$ cat src/rtl/darkuart_pkg.sv
// Shared definitions for the darkuart receive monitor and a future transmitter.
// Holds the frame size, receiver state encoding and baud divider helpers.
package darkuart_pkg;

    localparam int unsigned NBITS = 8;

    typedef enum logic [2:0] {
        StIdle,
        StStart,
        StData,
        StStop,
        StBreak
    } rx_state_e;

    function automatic int unsigned calc_div(input int unsigned ck_hz, input int unsigned baud);
        return ck_hz / baud;
    endfunction

    function automatic int unsigned calc_half(input int unsigned ck_hz, input int unsigned baud);
        return calc_div(ck_hz, baud) / 2;
    endfunction

endpackage

$ cat src/rtl/darkuart_fifo.sv
// Byte FIFO with a registered head-of-queue output (first-word fall-through).
// Pointers carry an extra wrap bit so full and empty are distinguishable.
module darkuart_fifo #(
    parameter int unsigned DEPTH = 16,
    parameter int unsigned WIDTH = 8
) (
    input  logic             clk,
    input  logic             rst_n,
    input  logic             push,
    input  logic [WIDTH-1:0] wdata,
    input  logic             pop,
    output logic [WIDTH-1:0] rdata,
    output logic             full,
    output logic             empty
);

    localparam int unsigned AW = (DEPTH > 1) ? $clog2(DEPTH) : 1;

    logic [WIDTH-1:0] mem_q [DEPTH];
    logic [AW:0]      wptr_q, wptr_d;
    logic [AW:0]      rptr_q, rptr_d;
    logic [WIDTH-1:0] rdata_q, rdata_d;
    logic             do_push, do_pop;

    assign empty   = (wptr_q == rptr_q);
    assign full    = (wptr_q[AW-1:0] == rptr_q[AW-1:0]) && (wptr_q[AW] != rptr_q[AW]);
    assign do_pop  = pop && !empty;
    // A pop in the same cycle frees the slot being written when full.
    assign do_push = push && (!full || do_pop);
    assign rdata   = rdata_q;

    always_comb begin
        wptr_d  = wptr_q + {{AW{1'b0}}, do_push};
        rptr_d  = rptr_q + {{AW{1'b0}}, do_pop};
        rdata_d = rdata_q;
        // Preload the next head so the output stays a plain register.
        if (do_push && (wptr_q == rptr_d)) begin
            rdata_d = wdata;
        end else if (wptr_d != rptr_d) begin
            rdata_d = mem_q[rptr_d[AW-1:0]];
        end
    end

    always_ff @(posedge clk or negedge rst_n) begin
        if (!rst_n) begin
            wptr_q  <= '0;
            rptr_q  <= '0;
            rdata_q <= '0;
        end else begin
            wptr_q  <= wptr_d;
            rptr_q  <= rptr_d;
            rdata_q <= rdata_d;
        end
    end

    always_ff @(posedge clk) begin
        if (do_push) begin
            mem_q[wptr_q[AW-1:0]] <= wdata;
        end
    end

endmodule

$ cat src/rtl/darkuart_mon.sv
// 8N1 UART receive monitor: synchronizer, frame FSM, sticky error flags,
// accepted-byte counter and a byte FIFO presented on a valid/ready port.
module darkuart_mon
    import darkuart_pkg::*;
#(
    parameter int unsigned CK_HZ = 100000000,
    parameter int unsigned BAUD  = 115200,
    parameter int unsigned DEPTH = 16
) (
    input  logic        XCLK,
    input  logic        XRES,
    input  logic        RXD,
    output logic [7:0]  RDATA,
    output logic        RVALID,
    input  logic        RREADY,
    output logic        FERR,
    output logic        OVR,
    input  logic        CLR,
    output logic [15:0] FRAMES
);

    localparam int unsigned DIV  = calc_div(CK_HZ, BAUD);
    localparam int unsigned HALF = calc_half(CK_HZ, BAUD);
    localparam int unsigned CW   = (DIV > 1) ? $clog2(DIV) : 1;
    localparam int unsigned BW   = $clog2(NBITS);

    logic [1:0]       sync_q;
    logic             rxs;
    rx_state_e        state_q, state_d;
    logic [CW-1:0]    cnt_q, cnt_d;
    logic [BW-1:0]    bit_q, bit_d;
    logic [NBITS-1:0] shift_q, shift_d;
    logic             ferr_q, ovr_q;
    logic [15:0]      frames_q;
    logic             expire, push, ferr_set;
    logic             pop, push_ok, ovr_set;
    logic             fifo_full, fifo_empty;

    assign rxs    = sync_q[1];
    assign expire = (cnt_q == '0);

    always_ff @(posedge XCLK or negedge XRES) begin
        if (!XRES) begin
            sync_q <= 2'b11;
        end else begin
            sync_q <= {sync_q[0], RXD};
        end
    end

    always_comb begin
        state_d  = state_q;
        cnt_d    = cnt_q;
        bit_d    = bit_q;
        shift_d  = shift_q;
        push     = 1'b0;
        ferr_set = 1'b0;
        unique case (state_q)
            StIdle: begin
                if (!rxs) begin
                    cnt_d   = CW'(HALF - 1);
                    state_d = StStart;
                end
            end
            StStart: begin
                if (!expire) begin
                    cnt_d = cnt_q - CW'(1);
                end else if (!rxs) begin
                    bit_d   = '0;
                    cnt_d   = CW'(DIV - 1);
                    state_d = StData;
                end else begin
                    state_d = StIdle;
                end
            end
            StData: begin
                if (!expire) begin
                    cnt_d = cnt_q - CW'(1);
                end else begin
                    shift_d = {rxs, shift_q[NBITS-1:1]};
                    cnt_d   = CW'(DIV - 1);
                    if (bit_q == BW'(NBITS - 1)) begin
                        state_d = StStop;
                    end else begin
                        bit_d = bit_q + BW'(1);
                    end
                end
            end
            StStop: begin
                if (!expire) begin
                    cnt_d = cnt_q - CW'(1);
                end else if (rxs) begin
                    push    = 1'b1;
                    state_d = StIdle;
                end else begin
                    ferr_set = 1'b1;
                    state_d  = StBreak;
                end
            end
            StBreak: begin
                // Held-low line: one error, then wait for idle before rearming.
                if (rxs) begin
                    state_d = StIdle;
                end
            end
            default: state_d = StIdle;
        endcase
    end

    always_ff @(posedge XCLK or negedge XRES) begin
        if (!XRES) begin
            state_q <= StIdle;
            cnt_q   <= '0;
            bit_q   <= '0;
            shift_q <= '0;
        end else begin
            state_q <= state_d;
            cnt_q   <= cnt_d;
            bit_q   <= bit_d;
            shift_q <= shift_d;
        end
    end

    assign RVALID  = !fifo_empty;
    assign pop     = RVALID && RREADY;
    assign push_ok = push && (!fifo_full || pop);
    assign ovr_set = push && fifo_full && !pop;

    always_ff @(posedge XCLK or negedge XRES) begin
        if (!XRES) begin
            ferr_q   <= 1'b0;
            ovr_q    <= 1'b0;
            frames_q <= '0;
        end else begin
            // Set events take priority over a simultaneous clear.
            if (ferr_set) begin
                ferr_q <= 1'b1;
            end else if (CLR) begin
                ferr_q <= 1'b0;
            end
            if (ovr_set) begin
                ovr_q <= 1'b1;
            end else if (CLR) begin
                ovr_q <= 1'b0;
            end
            if (push_ok) begin
                frames_q <= frames_q + 16'd1;
            end
        end
    end

    assign FERR   = ferr_q;
    assign OVR    = ovr_q;
    assign FRAMES = frames_q;

    darkuart_fifo #(
        .DEPTH (DEPTH),
        .WIDTH (NBITS)
    ) u_fifo (
        .clk   (XCLK),
        .rst_n (XRES),
        .push  (push),
        .wdata (shift_q),
        .pop   (pop),
        .rdata (RDATA),
        .full  (fifo_full),
        .empty (fifo_empty)
    );

endmodule

$ cat config.mk
export PLATFORM = sky130hd
export DESIGN_NAME = darkuart_mon
export DESIGN_NICKNAME = d
export VERILOG_FILES = /design/src/rtl/darkuart_pkg.sv /design/src/rtl/darkuart_fifo.sv /design/src/rtl/darkuart_mon.sv
export SDC_FILE = /design/constraint.sdc
export NUM_CORES = 1
export LEC_CHECK = 0
export ABC_CLOCK_PERIOD_IN_PS = 11300
export CAP_MARGIN = 20
export CORE_ASPECT_RATIO = 0.7
export CORE_UTILIZATION = 48
export DETAILED_ROUTE_END_ITERATION = 10
export GPL_TIMING_DRIVEN = 0
export PLACE_DENSITY = 0.63
export SLEW_MARGIN = 5
export SYNTH_ARGS = -nofsm -noshare
export SYNTH_HDL_FRONTEND = slang
export SYNTH_SLANG_ARGS = --single-unit
$ cat constraint.sdc
create_clock -name XCLK -period 11.3 [get_ports XCLK]
set_clock_uncertainty 0.15 [all_clocks]
set_input_delay 1.13 -clock XCLK [delete_from_list [all_inputs] [get_ports XCLK]]
set_output_delay 1.13 -clock XCLK [all_outputs]
set_load 0.01 [all_outputs]
==> out/results.ini <==
[synth]
netlist_top_cells_area = edfxtp_1, dfrtp_1, mux4_2
synth_seq_cells = 190
syn_nets = 596
avgSynthCellArea_um2 = 14.04
yosysTopAreaCell = edfxtp_1
synthMostInstantiatedCell = edfxtp_1
yosysTopAreaCellShare_pct = 47.04
netlist_instances = 582
ys.flop_type = edfxtp_1
synth_cell_types = 55
syn_area_um2 = 8170
synth-edff-count = 128
yosysSeqAreaShare_pct = 66.06
synth_commonest_cells = edfxtp_1, nand2_1, dfrtp_1
yosys_warnings = 0
synth_async_sr_flop_share_pct = 32.63

[timing]
finalHoldViolCount = 0
fmax_mhz = 205.6
worst_pin_slew_ns = 0.9608
rsz0062_at_grt = false
fin_crit_ns = 4.864
fin_setup_tns_ns = 0
setup_viol = 0
holdWs_ns = 0.2095
setup_ws_ns = 6.436
slew_violations = 0
finalCritPeriodShare_pct = 43.05
maxSlewHeadroom_pct = 35.36

[global_routing]
antenna_found_initial = 0
grt_first_pass_wirelength_um = 26370
grtUsageTotal_pct = 20.48
grt_start_max_net_pins = 63
grt.overflow.total = 0
grt_pass1_vias = 4780

[floorplanning]
start_util_pct = 49.54
die_w_um = 157.9
boundaryPins = 32
rows = 39
coreArea_um2 = 16490
die-area_um2 = 17560
die_y_um = 111.2

[cts]
cts.path.max_buffers = 2
path_clk_slew_ns = 0.08
cts-resized-gates = 0
cts.sinks = 190
cts_tree = built
cts_inserted_buffers = 17
ctsHoldBuffers = 0
htree_num_levels = 4
postCtsSetupBuffers = 0
root_buffer = clkbuf_16
clkLatencyLatePin_ns = 0.42

[status]
status = finished, final reports clean

[hold_path]
hp-start = sync_q[0]
hold_path.class = register to register

[setup_path]
critPathLaunchType = register
crit_path_end_kind = register
critical_path_class = register to register
cp.arrival_ns = 5.01
cp_max_fo = 10
r2r_start = u_fifo.wptr_q[2]
worstPathRequired_ns = 11.45
startpoint = u_fifo.wptr_q[2]

[route]
wl_met1_um = 8530
avgRoutedWirePerCell_um = 19.16
drt_iter0_markers = 538
wl_met3_um = 724
wl_um = 16750
first_pass_iters = 5
drc_errors = 0
antenna_left = 0
via_per_inst = 5.570
vias = 4868
top_layer = met4
route.met2.wl_um = 7357

[power]
ir_drop_mv = 0.1107
powerDensity_nw_per_um2 = 197.7
leakage_nw = 3.796
total_power_mw = 1.849

[final_layout]
instances_no_fill = 874
nNetsFinal = 650
post_route_cells_drive_above_1_share_pct = 13.41
antennaDiodeCount = 0
fill_cells = 1357
ff_latch_area_um2 = 5398
multi_input_area_um2 = 2645
areaGrowthSynthToFinish_pct = 14.49

[placement]
gp_congestion = 0.8706
io_buffers = 31
dp.cells = 842
dp_slack_ns = 6.113
dp_hpwl_um = 11550

[run]
maxCapViolCount = 0

## state kept, by name, indices dropped and copies added (netlist names)
register / count
u_fifo.wptr_q: 5
u_fifo.rptr_q: 5
sync_q: 2
u_fifo.rdata: 8
OVR: 1
u_fifo.mem_q: 128
bit_q: 3
shift_q: 8
FRAMES: 16
FERR: 1
state_q: 3
cnt_q: 10
## layout make-up
class / instances / share of cell area, %
multi-input cells: 360 / 28.28
plain buffers: 24 / 1.043
well taps: 225 / 3.010
clock inverters: 9 / 0.7624
inverters: 8 / 0.3210
repair buffers: 35 / 3.505
flip-flops and latches: 190 / 57.70
clock buffers: 23 / 5.377
## worst max-delay path, stage by stage, from the launching register on
cell	delay, ns
dfrtp_1	0.36
clkbuf_1	0.16
xnor2_1	0.19
nand4_1	0.17
or2_2	0.33
and2_1	0.16
ha_1	0.19
ha_1	0.37
buf_1	0.52
clkbuf_1	0.65
mux4_2	0.43
nand2_1	0.08
a21oi_1	0.16
a41o_1	0.27
mux2_1	0.28
mux2_2	0.26
## worst paths after layout
kind	endpoint	slack (ns)	depth (start not counted)
max in group asynchronous	shift_q[0]	9.85	1
min	sync_q[1]	0.21	0
min in group asynchronous	FRAMES[12]	0.63	1
min reg2reg	sync_q[1]	0.21	0
max	u_fifo.rdata[1]	6.44	15
max reg2reg	u_fifo.rdata[1]	6.44	15
## logic make-up after synthesis
logic type | count (synthesis) | synth area share, %
buffers and inverters | 32 | 1.562
adder cells (fa/ha/maj) | 9 | 1.378
AND/OR/NAND/NOR | 193 | 11.04
XOR/XNOR | 40 | 4.824
multiplexers | 58 | 9.939
flip-flops | 190 | 66.06
AO/OA/AOI/OAI | 60 | 5.192
## power breakdown
group	switching, mW	leakage [nW]	internal (mW)
Clock	0.257	0.291	0.320
Sequential	0.0187	2.31	0.755
Combinational	0.290	1.19	0.208
## per-layer routing
layer	vias up	global-route usage, %
li1	2265	-
met1	2460	32.34
met2	129	29.46
met3	14	3.284
met4	0	5.000
met5	-	0
## cell usage in the layout, fill, tap and decap left out, types with 5 or more instances in the layout
cell | netlist | layout
dfrtp_1 | 60 | 60
nor2_1 | 35 | 35
clkdlybuf4s50_1 | 0 | 30
inv_1 | 7 | 7
nor3_1 | 13 | 13
xnor2_1 | 25 | 25
nand3_1 | 28 | 28
o21ai_0 | 11 | 11
a21oi_1 | 16 | 16
clkbuf_1 | 14 | 15
mux2i_1 | 17 | 17
mux4_2 | 16 | 16
edfxtp_1 | 128 | 128
a22oi_1 | 8 | 8
a41o_1 | 9 | 9
nand4_1 | 5 | 5
nand2_1 | 79 | 79
mux2_2 | 17 | 17
buf_2 | 6 | 10
mux2_1 | 8 | 8
ha_1 | 9 | 9
clkbuf_16 | 0 | 19
xor2_1 | 11 | 11
## through the flow
step,util [%],instance area [um^2]
CTS,56.71,9354
global placement,53.13,8762
detailed placement,53.23,8780
finish,56.71,9354
global route,56.71,9354
floorplan,-,8170
Note: power is estimated with default switching activity, not from simulation.
==> RTL edit (same settings) <==
Add an input register stage for `RXD`, without a reset; this delays it by one clock. The other inputs are not delayed to match.
--- a/src/rtl/darkuart_mon.sv
+++ b/src/rtl/darkuart_mon.sv
@@ -24,6 +24,12 @@
     localparam int unsigned CW   = (DIV > 1) ? $clog2(DIV) : 1;
     localparam int unsigned BW   = $clog2(NBITS);
 
+    logic RXD_q;
+
+    always_ff @(posedge XCLK) begin
+        RXD_q <= RXD;
+    end
+
     logic [1:0]       sync_q;
     logic             rxs;
     rx_state_e        state_q, state_d;
@@ -43,7 +49,7 @@
         if (!XRES) begin
             sync_q <= 2'b11;
         end else begin
-            sync_q <= {sync_q[0], RXD};
+            sync_q <= {sync_q[0], RXD_q};
         end
     end
 
Check against the original RTL: same outputs for any inputs over 10 cycles, from zero or initial values; that may be too few to reach the edited logic, so the function may still have changed.
==> RTL edit against the unedited design <==
  * Via count decreased by 0.72%
  * Die area down 0.22%
  * Utilization is essentially flat
  * Maximum frequency is the same
  * Sequential cell count increased by 1
  * Area after synthesis fell by 0.23%
  * Worst setup slack about the same
  * First-iteration DRC count decreased by 35%
  * Routed wire length up 1.0%
  * Critical path depth unchanged
  * Worst hold slack got worse by 59 ps
  * Design area shrank 0.27%
  * Critical path type unchanged
  * Critical endpoint is now u_fifo.rdata[3]
  * Highest routed layer unchanged
Power is not compared: it rests on default switching activity, and its combinational part moved more than twofold at a synthesized area within 25%.
==> RTL edit: results (changes against the unedited design) <==
qor: worst_hold_path.worst_hold_path_endpoint sync_q[0]
qor: synth.cell_types_occupying_the_most_area_after_synthesis sky130_fd_sc_hd__edfxtp_1 (47%), sky130_fd_sc_hd__dfrtp_1 (18%), sky130_fd_sc_hd__mux4_2 (4.4%)
qor: synth.synth_area_per_cell 14.0 um2 [about the same]
qor: place.place_congestion 0.821 [-5.8%]
qor: grt.number_of_antenna_violations_at_the_first_check_in_global_routing 0 [unchanged]
qor: critical_path.timing.critical_path.slowest_stage_cell sky130_fd_sc_hd__buf_1
qor: route.wl_per_cell 19.4 um [+1.1%]
qor: grt.globalRouteMet3Util 3.91% [+0.63 points]
qor: route.route.final.wire_length 16900 um [+1.0%]
qor: place.placedInstanceArea 8760 um2 [-0.21%]
qor: critical_path.timing.critical_path.slowest_cell_delay 570 ps [-80 ps]
qor: synth.yosys-top-cells-count sky130_fd_sc_hd__edfxtp_1 (128), sky130_fd_sc_hd__nand2_1 (72), sky130_fd_sc_hd__dfrtp_1 (60)
qor: critical_path.endpoint u_fifo.rdata[3]
qor: place.detailedPlace.worstSlack 6230 ps [+115 ps]
qor: route.detail_route.iter0.violations 350 [-35%]
qor: grt.gr-usage-all-layers 21.1% [+0.60 points]
qor: synth.synth.yosys.seq_area_share 66.5% [+0.40 points]
qor: clock_network.post_cts.resized_instances 0 [unchanged]
qor: finish.filler_cell_count 1324 [-2.4%]
qor: route.met3_wirelength 701 um [-3.2%]
qor: place.place_inst 841 [-0.12%]
qor: synth.synth_fp_nets 595 [-0.17%]
qor: route.wl_met2 7780 um [+5.8%]
qor: critical_path.worst_ep_arrival_time 5030 ps [+20 ps]
qor: grt.grt_pass1_vias 4862 [+1.7%]
qor: critical_path.crit_path_start u_fifo.wptr_q[1]
qor: synth.synth_top_flop_cell sky130_fd_sc_hd__edfxtp_1
qor: power.design_power_total 0.00133 W
qor: sta.slew_headroom 44.6% [+9.2 points]
qor: route.total_number_of_vias 4833 [-0.72%]
qor: worst_hold_path.hold-path-cell-count 0 [unchanged]
qor: grt.globalRouteMet2Util 31.1% [+1.6 points]
qor: run_status.status complete, no violations
qor: worst_hold_path.hold_class reg2reg
qor: clock_network.clock_insertion_delay_worst_skew 440 ps [+20 ps]
qor: worst_hold_path.worstHoldStart RXD_q
qor: finish.drive_gt1_share 13.1% [-0.29 points]
qor: place.detailed_place_hpwl 11500 um [-0.24%]
qor: sta.whs 150 ps [-59.5 ps]
qor: critical_path.r2r_slack 6440 ps [about the same]
qor: power.pwr.group.clock 0.000587 W
qor: synth.synth-async-reset-ratio 32.5% [-0.17 points]
qor: finish.multi_input_comb_area 2600 um2 [-1.8%]
qor: route.met1Wirelength 8310 um [-2.5%]
qor: grt.grt_first_pass_wirelength 27000 um [+2.4%]
qor: grt.grtUsageMet1 32.0% [-0.31 points]
qor: finish.layout.nets 649 [-0.15%]
qor: synth.synth_edf_count 128 [unchanged]
## RTL edit: cell count changes after synthesis, sizes merged, moves of 2 or more
cell	unedited run	this run
or3	1	4
nor2b	4	2
o31a	2	0
inv	8	10
nor4	3	9
xnor2	27	21
xor2	11	16
o211ai	2	0
a22o	0	2
nand4	5	8
and4	2	0
nand2	79	72
nor2	35	37
## RTL edit: area by class of cell
class / instances / area share (%)
Multi-Input combinational cell: 356 / 27.9
Tap cell: 225 / 3.02
Inverter: 10 / 0.402
Timing Repair Buffer: 35 / 3.51
Clock inverter: 11 / 1.26
Buffer: 24 / 1.05
Clock buffer: 21 / 4.83
Sequential cell: 191 / 58.1
## RTL edit: cells by family after synthesis
group | after synthesis | synth area share (%)
compound gates | 57 | 4.82
xor+xnor | 39 | 4.64
fa+ha+maj | 9 | 1.38
buf+inv | 34 | 1.66
flops | 191 | 66.5
mux | 58 | 9.96
simple gates | 193 | 11.1
